`config.mk`:
```
export PLATFORM = sky130hd
export DESIGN_NAME = wb_result_stage
export DESIGN_NICKNAME = d
export VERILOG_FILES = /design/src/rtl/wb_result_stage.sv
export SDC_FILE = /design/constraint.sdc
export NUM_CORES = 1
export LEC_CHECK = 0
export CAP_MARGIN = 10
export CELL_PAD_IN_SITES_DETAIL_PLACEMENT = 1
export CELL_PAD_IN_SITES_GLOBAL_PLACEMENT = 1
export CORE_ASPECT_RATIO = 1.1
export CORE_MARGIN = 2
export CORE_UTILIZATION = 27
export DETAILED_ROUTE_END_ITERATION = 8
export GPL_TIMING_DRIVEN = 0
export PLACE_DENSITY_LB_ADDON = 0.1
export SETUP_SLACK_MARGIN = 0.4
export SYNTH_ARGS = -nofsm -noshare
export SYNTH_HDL_FRONTEND = slang
export SYNTH_SLANG_ARGS = --single-unit
export TNS_END_PERCENT = 20
```
`constraint.sdc`:
```
create_clock -name clk -period 2.1 [get_ports clk]
set_clock_uncertainty 0.2 [all_clocks]
set_input_delay 0.42 -clock clk [delete_from_list [all_inputs] [get_ports clk]]
set_output_delay 0.42 -clock clk [all_outputs]
set_load 0.02 [all_outputs]
```
`src/rtl/wb_result_stage.sv`:
```
// wb_result_stage: registered writeback-source mux with RV32I load extraction and optional 1-cycle load alignment
//
// Ports:
//   clk, reset             rising-edge clock, asynchronous active-high reset
//   valid_in, stall, flush instruction valid and pipeline control (flush beats stall)
//   ALUResult              ALU result; bits [1:0] are the load byte offset
//   RD                     data-memory read word; sampled LOAD_LATENCY cycles after ALUResult
//   PCPlus4, ImmExt, PCTarget  non-ALU writeback sources
//   ResultSrc, Funct3      writeback source select and load type
//   RegWrite_in, Rd_in     destination write enable and index
//   Result, Rd_out         registered writeback value and destination
//   RegWrite_out           register-file write enable, already qualified by valid
//   valid_out              outputs describe a real instruction
module wb_result_stage #(
    parameter int unsigned       XLEN           = 32,
    parameter int unsigned       LOAD_LATENCY   = 0,
    parameter bit                SUPPRESS_X0    = 1'b1,
    parameter logic [XLEN-1:0]   DEFAULT_RESULT = '0
) (
    input  logic            clk,
    input  logic            reset,
    input  logic            valid_in,
    input  logic            stall,
    input  logic            flush,
    input  logic [XLEN-1:0] ALUResult,
    input  logic [XLEN-1:0] RD,
    input  logic [XLEN-1:0] PCPlus4,
    input  logic [XLEN-1:0] ImmExt,
    input  logic [XLEN-1:0] PCTarget,
    input  logic [2:0]      ResultSrc,
    input  logic [2:0]      Funct3,
    input  logic            RegWrite_in,
    input  logic [4:0]      Rd_in,
    output logic [XLEN-1:0] Result,
    output logic [4:0]      Rd_out,
    output logic            RegWrite_out,
    output logic            valid_out
);

    function automatic logic [XLEN-1:0] load_ext(input logic [XLEN-1:0] w, input logic [2:0] f3,
                                                 input logic [1:0] off);
        logic [7:0]  b;
        logic [15:0] h;
        b = w[{off, 3'b000} +: 8];
        h = off[1] ? w[31:16] : w[15:0];
        return f3 == 3'b000 ? {{24{b[7]}}, b} :
               f3 == 3'b001 ? {{16{h[15]}}, h} :
               f3 == 3'b010 ? w :
               f3 == 3'b100 ? {24'h0, b} :
               f3 == 3'b101 ? {16'h0, h} : DEFAULT_RESULT;
    endfunction

    logic [XLEN-1:0] nl_d;
    logic            s_valid;
    logic [2:0]      s_src;
    logic [2:0]      s_f3;
    logic [1:0]      s_off;
    logic            s_rw;
    logic [4:0]      s_rd;
    logic [XLEN-1:0] s_nl;

    // Non-load value is resolved up front so stage A only has to carry one word.
    always_comb begin
        nl_d = ResultSrc == 3'b000 ? ALUResult :
               ResultSrc == 3'b010 ? PCPlus4 :
               ResultSrc == 3'b011 ? ImmExt :
               ResultSrc == 3'b100 ? PCTarget : DEFAULT_RESULT;
    end

    if (LOAD_LATENCY == 1) begin : g_lat1
        logic            a_valid_q;
        logic [2:0]      a_src_q;
        logic [2:0]      a_f3_q;
        logic [1:0]      a_off_q;
        logic            a_rw_q;
        logic [4:0]      a_rd_q;
        logic [XLEN-1:0] a_nl_q;
        always_ff @(posedge clk or posedge reset) begin
            if (reset) begin
                a_valid_q <= 1'b0;
                a_src_q   <= '0;
                a_f3_q    <= '0;
                a_off_q   <= '0;
                a_rw_q    <= 1'b0;
                a_rd_q    <= '0;
                a_nl_q    <= '0;
            end else if (flush) begin
                a_valid_q <= 1'b0;
            end else if (!stall) begin
                a_valid_q <= valid_in;
                a_src_q   <= ResultSrc;
                a_f3_q    <= Funct3;
                a_off_q   <= ALUResult[1:0];
                a_rw_q    <= RegWrite_in;
                a_rd_q    <= Rd_in;
                a_nl_q    <= nl_d;
            end
        end
        assign s_valid = a_valid_q;
        assign s_src   = a_src_q;
        assign s_f3    = a_f3_q;
        assign s_off   = a_off_q;
        assign s_rw    = a_rw_q;
        assign s_rd    = a_rd_q;
        assign s_nl    = a_nl_q;
    end else begin : g_lat0
        assign s_valid = valid_in;
        assign s_src   = ResultSrc;
        assign s_f3    = Funct3;
        assign s_off   = ALUResult[1:0];
        assign s_rw    = RegWrite_in;
        assign s_rd    = Rd_in;
        assign s_nl    = nl_d;
    end

    logic [XLEN-1:0] result_d, result_q;
    logic [4:0]      rd_q;
    logic            rw_d, rw_q;
    logic            valid_q;

    // RD is always taken live here: with LOAD_LATENCY=1 it lines up with the stage-A offset.
    always_comb begin
        result_d = s_src == 3'b001 ? load_ext(RD, s_f3, s_off) : s_nl;
        rw_d     = s_valid & s_rw & ~(SUPPRESS_X0 & (s_rd == 5'd0));
    end

    always_ff @(posedge clk or posedge reset) begin
        if (reset) begin
            result_q <= '0;
            rd_q     <= '0;
            rw_q     <= 1'b0;
            valid_q  <= 1'b0;
        end else if (flush) begin
            rw_q     <= 1'b0;
            valid_q  <= 1'b0;
        end else if (!stall) begin
            result_q <= result_d;
            rd_q     <= s_rd;
            rw_q     <= rw_d;
            valid_q  <= s_valid;
        end
    end

    assign Result       = result_q;
    assign Rd_out       = rd_q;
    assign RegWrite_out = rw_q;
    assign valid_out    = valid_q;

endmodule

```
**Word level (Yosys, flattened, before mapping)**

Index checks and enable logic that the tools add are counted.

- Flip-flop bits (word level): 39
- Bits of input ports: 177
- Output and inout bits: 39
- Logic and storage cells: 38

- Equality and inequality tests: 9
- Shift operators: 1
- Muxes and demuxes: 15
- Bitwise operators: 5
- Reductions and logical operators: 4

Operators with widths:

| operator | count |
|---|---|
| two-way mux 32 bit | 8 |
| two-way mux 16 bit | 3 |
| indexed part select 32 x 6 -> 8 bit | 1 |
| equality test 3 x 2 -> 1 bit, second input constant | 3 |
| equality test 3 bit, second input constant | 3 |
| equality test 3 x 1 -> 1 bit, second input constant | 2 |
| logical NOT 3 bit | 2 |
| logical NOT 5 bit | 1 |
| two-way mux 1 bit | 4 |
| inverter 1 bit | 3 |
| bitwise AND 1 bit | 2 |
| != test 2 x 1 -> 1 bit, second input constant | 1 |
| AND reduction 2 bit | 1 |

**Longest topological paths before layout**

- Depth in word-level cells: 7
- Mapped depth: 7
- Depth with buffers taken out: 5

**Worst setup path after synthesis**

Ideal clock, no wire load.

- Kind: input port to flip-flop
- Start: input port ALUResult[1]
- End: register result_q[1], in the netlist Result[1]
- Library setup time: 124 ps
- Arrival time: 1546 ps
- Required time: 1776 ps
- Setup slack: 229 ps
- Stages on the path: 6
- Buffers on the path: 2
- Path through: buf_4 buf_4 mux2_2 a221o_1 a211oi_1 nor2_1

- Word-level cells in the longest chain between the ends: 7
- Elaborated cells on any way between the ends: 9
- Classes of those cells: 1 x shift; 8 x mux

Ends and longest elaborated chain:

| item | RTL line | text |
|---|---|---|
| start: declaration | 25 | `input logic [XLEN-1:0] ALUResult,` |
| branches (longest 6 deep; another with indexed part select 32 x 6 -> 8 bit) | n/a |  |
| two-way mux 32 bit * | 123 | `result_d = s_src == 3'b001 ? load_ext(RD, s_f3, s_off) : s_nl;` |
| end signal: assignment | 137 | `result_q <= result_d;` |
| end: declaration | 116 | `logic [XLEN-1:0] result_d, result_q;` |

Mark *: on every way between the ends.
A chain may end at the register's enable or synchronous reset.

**Worst setup path in the final report**

- Start: register result_q[8], in the netlist Result[8]
- End: output port Result[8]

RTL lines:

| item | RTL line | text |
|---|---|---|
| end: declaration | 34 | `output logic [XLEN-1:0] Result,` |

No word-level cell between the ends.

==> flow_summary.json <==
{
  "status": "completed",
  "grt_setup_unrepaired": "true",
  "routedWlPerCell_um": 20.35,
  "yosysWarningCount": 0,
  "post-place-ws_ns": -0.6463,
  "r2r_end": "Result[7]",
  "cellLeakagePower_nw": 2.729,
  "cts_made_buffers": 5,
  "drt-vias-per-instance": 5.284,
  "syn-cell-area_um2": 3406,
  "grt_max_degree": 40,
  "cp_top_family": "buffers and inverters",
  "hpwl_mm": 13.10,
  "p_per_area_nw_per_um2": 497.7,
  "place.gp.congestion": 0.8598,
  "final_area_um2": 6436,
  "nets": 841,
  "placed_cells": 793,
  "numPortBuffers": 212,
  "die_h_um": 121.8,
  "worst_slack_ns": 0.1994,
  "fillers": 1460,
  "layout.cells.non_filler": 823,
  "power.switching_mw": 1.030,
  "core-area_um2": 12480,
  "num_io_pins": 216,
  "drc": 0,
  "grt_pass1_vias": 4788,
  "slew_viol_final": 0,
  "final.setup.tns_ns": 0,
  "r2r_slack_ns": 1.07,
  "hold_buffers": 0,
  "clock_latency_ns": 0.29,
  "clock-root-buffer": "clkbuf_16",
  "finalCriticalPeriod_ns": 1.901,
  "cp-start-kind": "register",
  "synth_area_per_cell_um2": 8.032,
  "area_growth_pct": 88.98,
  "ant_nets": 0,
  "slew_headroom": 0.4265,
  "cp_cell_sequence": "clkdlybuf4s50_1",
  "final_core_util": 0.5156,
  "dieArea_um2": 13530,
  "synth-seq-cells": 39,
  "p_sw_frac": 0.3215,
  "antenna_found_initial": 1,
  "drt_wl_total_mm": 16.75,
  "track_usage": 0.2454,
  "hold_path.class": "reg2reg",
  "worstPathArrival_ns": 1.28,
  "critPathBufInv": 1,
  "whs_endpoint": "Rd_out[0]",
  "synth_cell_types": 50,
  "worst_slew_pin_slew_ns": 0.8590,
  "p_comb_frac": 0.430,
  "dr.pass1.iters": 4,
  "clkSinkCount": 39,
  "hold_depth": 2,
  "critPathMaxFanout": 2,
  "crit-reg2reg-launch": "Result[7]",
  "slowest_delay_ns": 0.65,
  "grt-ovfl-total": 0,
  "drv_cap": 0,
  "synthesis.nets": 601,
  "p_int_mw": 2.173,
  "htree_levels": 2,
  "grt_pass1_wl_mm": 25.82,
  "critPathSlowestCell": "clkdlybuf4s50_1",
  "critical_path_depth": 1,
  "post_dp_cell_area_um2": 5812,
  "timing.fmax_ghz": 0.5261,
  "finalHoldViolCount": 0,
  "final_layout_size_suffix_gt1_frac": 0.1895,
  "die_x_um": 111.1,
  "required_ns": 1.48,
  "power_frac_clock": 0.281,
  "start_util": 0.2729,
  "hold_start": "Rd_out[0]",
  "fin_crit_sh": 0.9050,
  "setup_violations": 0,
  "num_vias": 4349,
  "drt_iter0_markers": 146,
  "p_seq_frac": 0.290,
  "cts_max_path_buffers": 2,
  "path_class": "reg2out",
  "reg2reg_depth": 1,
  "ir_drop_uv": 357.5,
  "clkTransAtPathRegs_ns": 0.06,
  "critPathCaptureType": "output port",
  "synthCells": 424,
  "rows": 43,
  "cts_tree": "built",
  "synth.yosys.seq_area_share": 0.2866
}
## cells in the final DEF, fill, tap and decap left out, drive strengths merged, types with 5 or more instances in the layout
master,Yosys,layout
a21oi,17,17
a211oi,12,12
dlymetal6s2s,0,14
o21a,9,9
inv,26,26
dlygate4sd2,0,7
mux2,13,13
o2bb2ai,7,7
nor3,10,10
a22o,18,18
nand2,32,32
a31oi,8,8
o21ai,23,23
buf,28,58
nor2b,28,28
nor2,33,33
a22oi,13,13
clkdlybuf4s50,0,180
clkbuf,13,18
mux2i,11,11
nand2b,5,5
a21boi,9,9
dfrtp,39,39
o22ai,30,30
a221oi,7,7
## through the flow
stage / hold slack (ns) / total power, mW
3_5_place_dp: 0.2620 / 2.247
4_1_cts: 0.2615 / 3.234
5_1_grt: 0.3068 / 3.370
6_report: 0.2743 / 3.203
3_3_place_gp: 0.2590 / 2.222
2_1_floorplan: 0.2831 / 1.513
## timing repair
action	in CTS	in global routing
cloned	2	0
setup endpoints to repair	76	71
buffers inserted	19	0
pin swaps	14	0
resized for setup	130	14
## final cells by class
| class | instances | area [um2] | share of cell area |
|---|---|---|---|
| inverter | 27 | 106.4 | 0.01652 |
| clock buffer | 5 | 125.1 | 0.01944 |
| tap | 157 | 196.4 | 0.03052 |
| buffer | 41 | 367.9 | 0.05715 |
| antenna | 1 | 2.502 | 0.0003888 |
| sequential | 39 | 975.9 | 0.1516 |
| timing repair buffer | 233 | 2320 | 0.3604 |
| multi-input combinational | 317 | 2298 | 0.3571 |
| clock inverter | 3 | 43.79 | 0.006804 |
## worst max path at each step
| stage | start | to |
|---|---|---|
| after global placement | ResultSrc[2] | Result[18] |
| after global routing | Result[15] | Result[15] |
| after detailed placement | ResultSrc[2] | Result[17] |
| after floorplan | ALUResult[1] | Result[7] |
| after CTS | Result[27] | Result[27] |
| final | Result[8] | Result[8] |
## cells by family after synthesis
family / Yosys count / synth area share
AOI/OAI and AO/OA: 170 / 0.3575
buffers and inverters: 68 / 0.09478
DFF: 39 / 0.2866
muxes: 25 / 0.08303
and+or+nand+nor: 122 / 0.1782
## power by group through the flow
stage / clock (mW) / sequential (mW) / combinational [mW]
floorplan: 0 / 1.08 / 0.438
global placement: 0 / 0.938 / 1.28
detailed placement: 0 / 0.944 / 1.30
CTS: 0.918 / 0.931 / 1.39
global route: 0.956 / 0.941 / 1.47
finish: 0.899 / 0.927 / 1.38
## metal layers
layer  global-route usage  vias up  share of wire
li1                     -     2051              -
met1               0.2909     2113           0.40
met2               0.4394      156           0.51
met3              0.05572       29          0.063
met4              0.08642        0          0.029
met5                    0        -              0
## sequential cells by signal, summed over array words and instances (netlist names)
name          flops
Rd_out            5
RegWrite_out      1
Result           32
valid_out         1
## cell usage after synthesis (all sizes together)
| cell | count | area share |
|---|---|---|
| o21ai | 23 | 0.034 |
| o31ai | 2 | 0.0044 |
| o22ai | 30 | 0.055 |
| a2bb2oi | 2 | 0.0051 |
| a221oi | 7 | 0.018 |
| o32ai | 1 | 0.0048 |
| nor3b | 3 | 0.0099 |
| o21a | 9 | 0.020 |
| clkbuf | 13 | 0.014 |
| a22oi | 13 | 0.029 |
| a21oi | 17 | 0.026 |
| nand3b | 1 | 0.0022 |
| nand3 | 3 | 0.0044 |
| nor3 | 10 | 0.015 |
| nand2 | 32 | 0.035 |
| a31oi | 8 | 0.015 |
| mux2 | 13 | 0.043 |
| o311ai | 2 | 0.010 |
| clkinv | 1 | 0.0011 |
| buf | 28 | 0.051 |
| o211ai | 1 | 0.0022 |
| a211oi | 12 | 0.026 |
| a211o | 2 | 0.0051 |
| or3 | 1 | 0.0018 |
| dfrtp | 39 | 0.29 |
| a22o | 18 | 0.046 |
| nand2b | 5 | 0.0099 |
| a221o | 2 | 0.0059 |
| o2bb2ai | 7 | 0.018 |
| or4 | 1 | 0.0022 |
| nor2b | 28 | 0.052 |
| a21boi | 9 | 0.020 |
| mux4 | 1 | 0.0077 |
| mux2i | 11 | 0.032 |
| nor2 | 33 | 0.036 |
| and2 | 2 | 0.0037 |
| o221ai | 3 | 0.0077 |
| o22a | 2 | 0.0051 |
| or2 | 3 | 0.0055 |
| inv | 26 | 0.029 |
## tightest hold or removal path, delay by kind of cell (launching register included)
kind             cells  cell delay (ns)
DFF                  1             0.34
and+or+nand+nor      2             0.10
No activity file was read; power rests on OpenSTA's default activity.
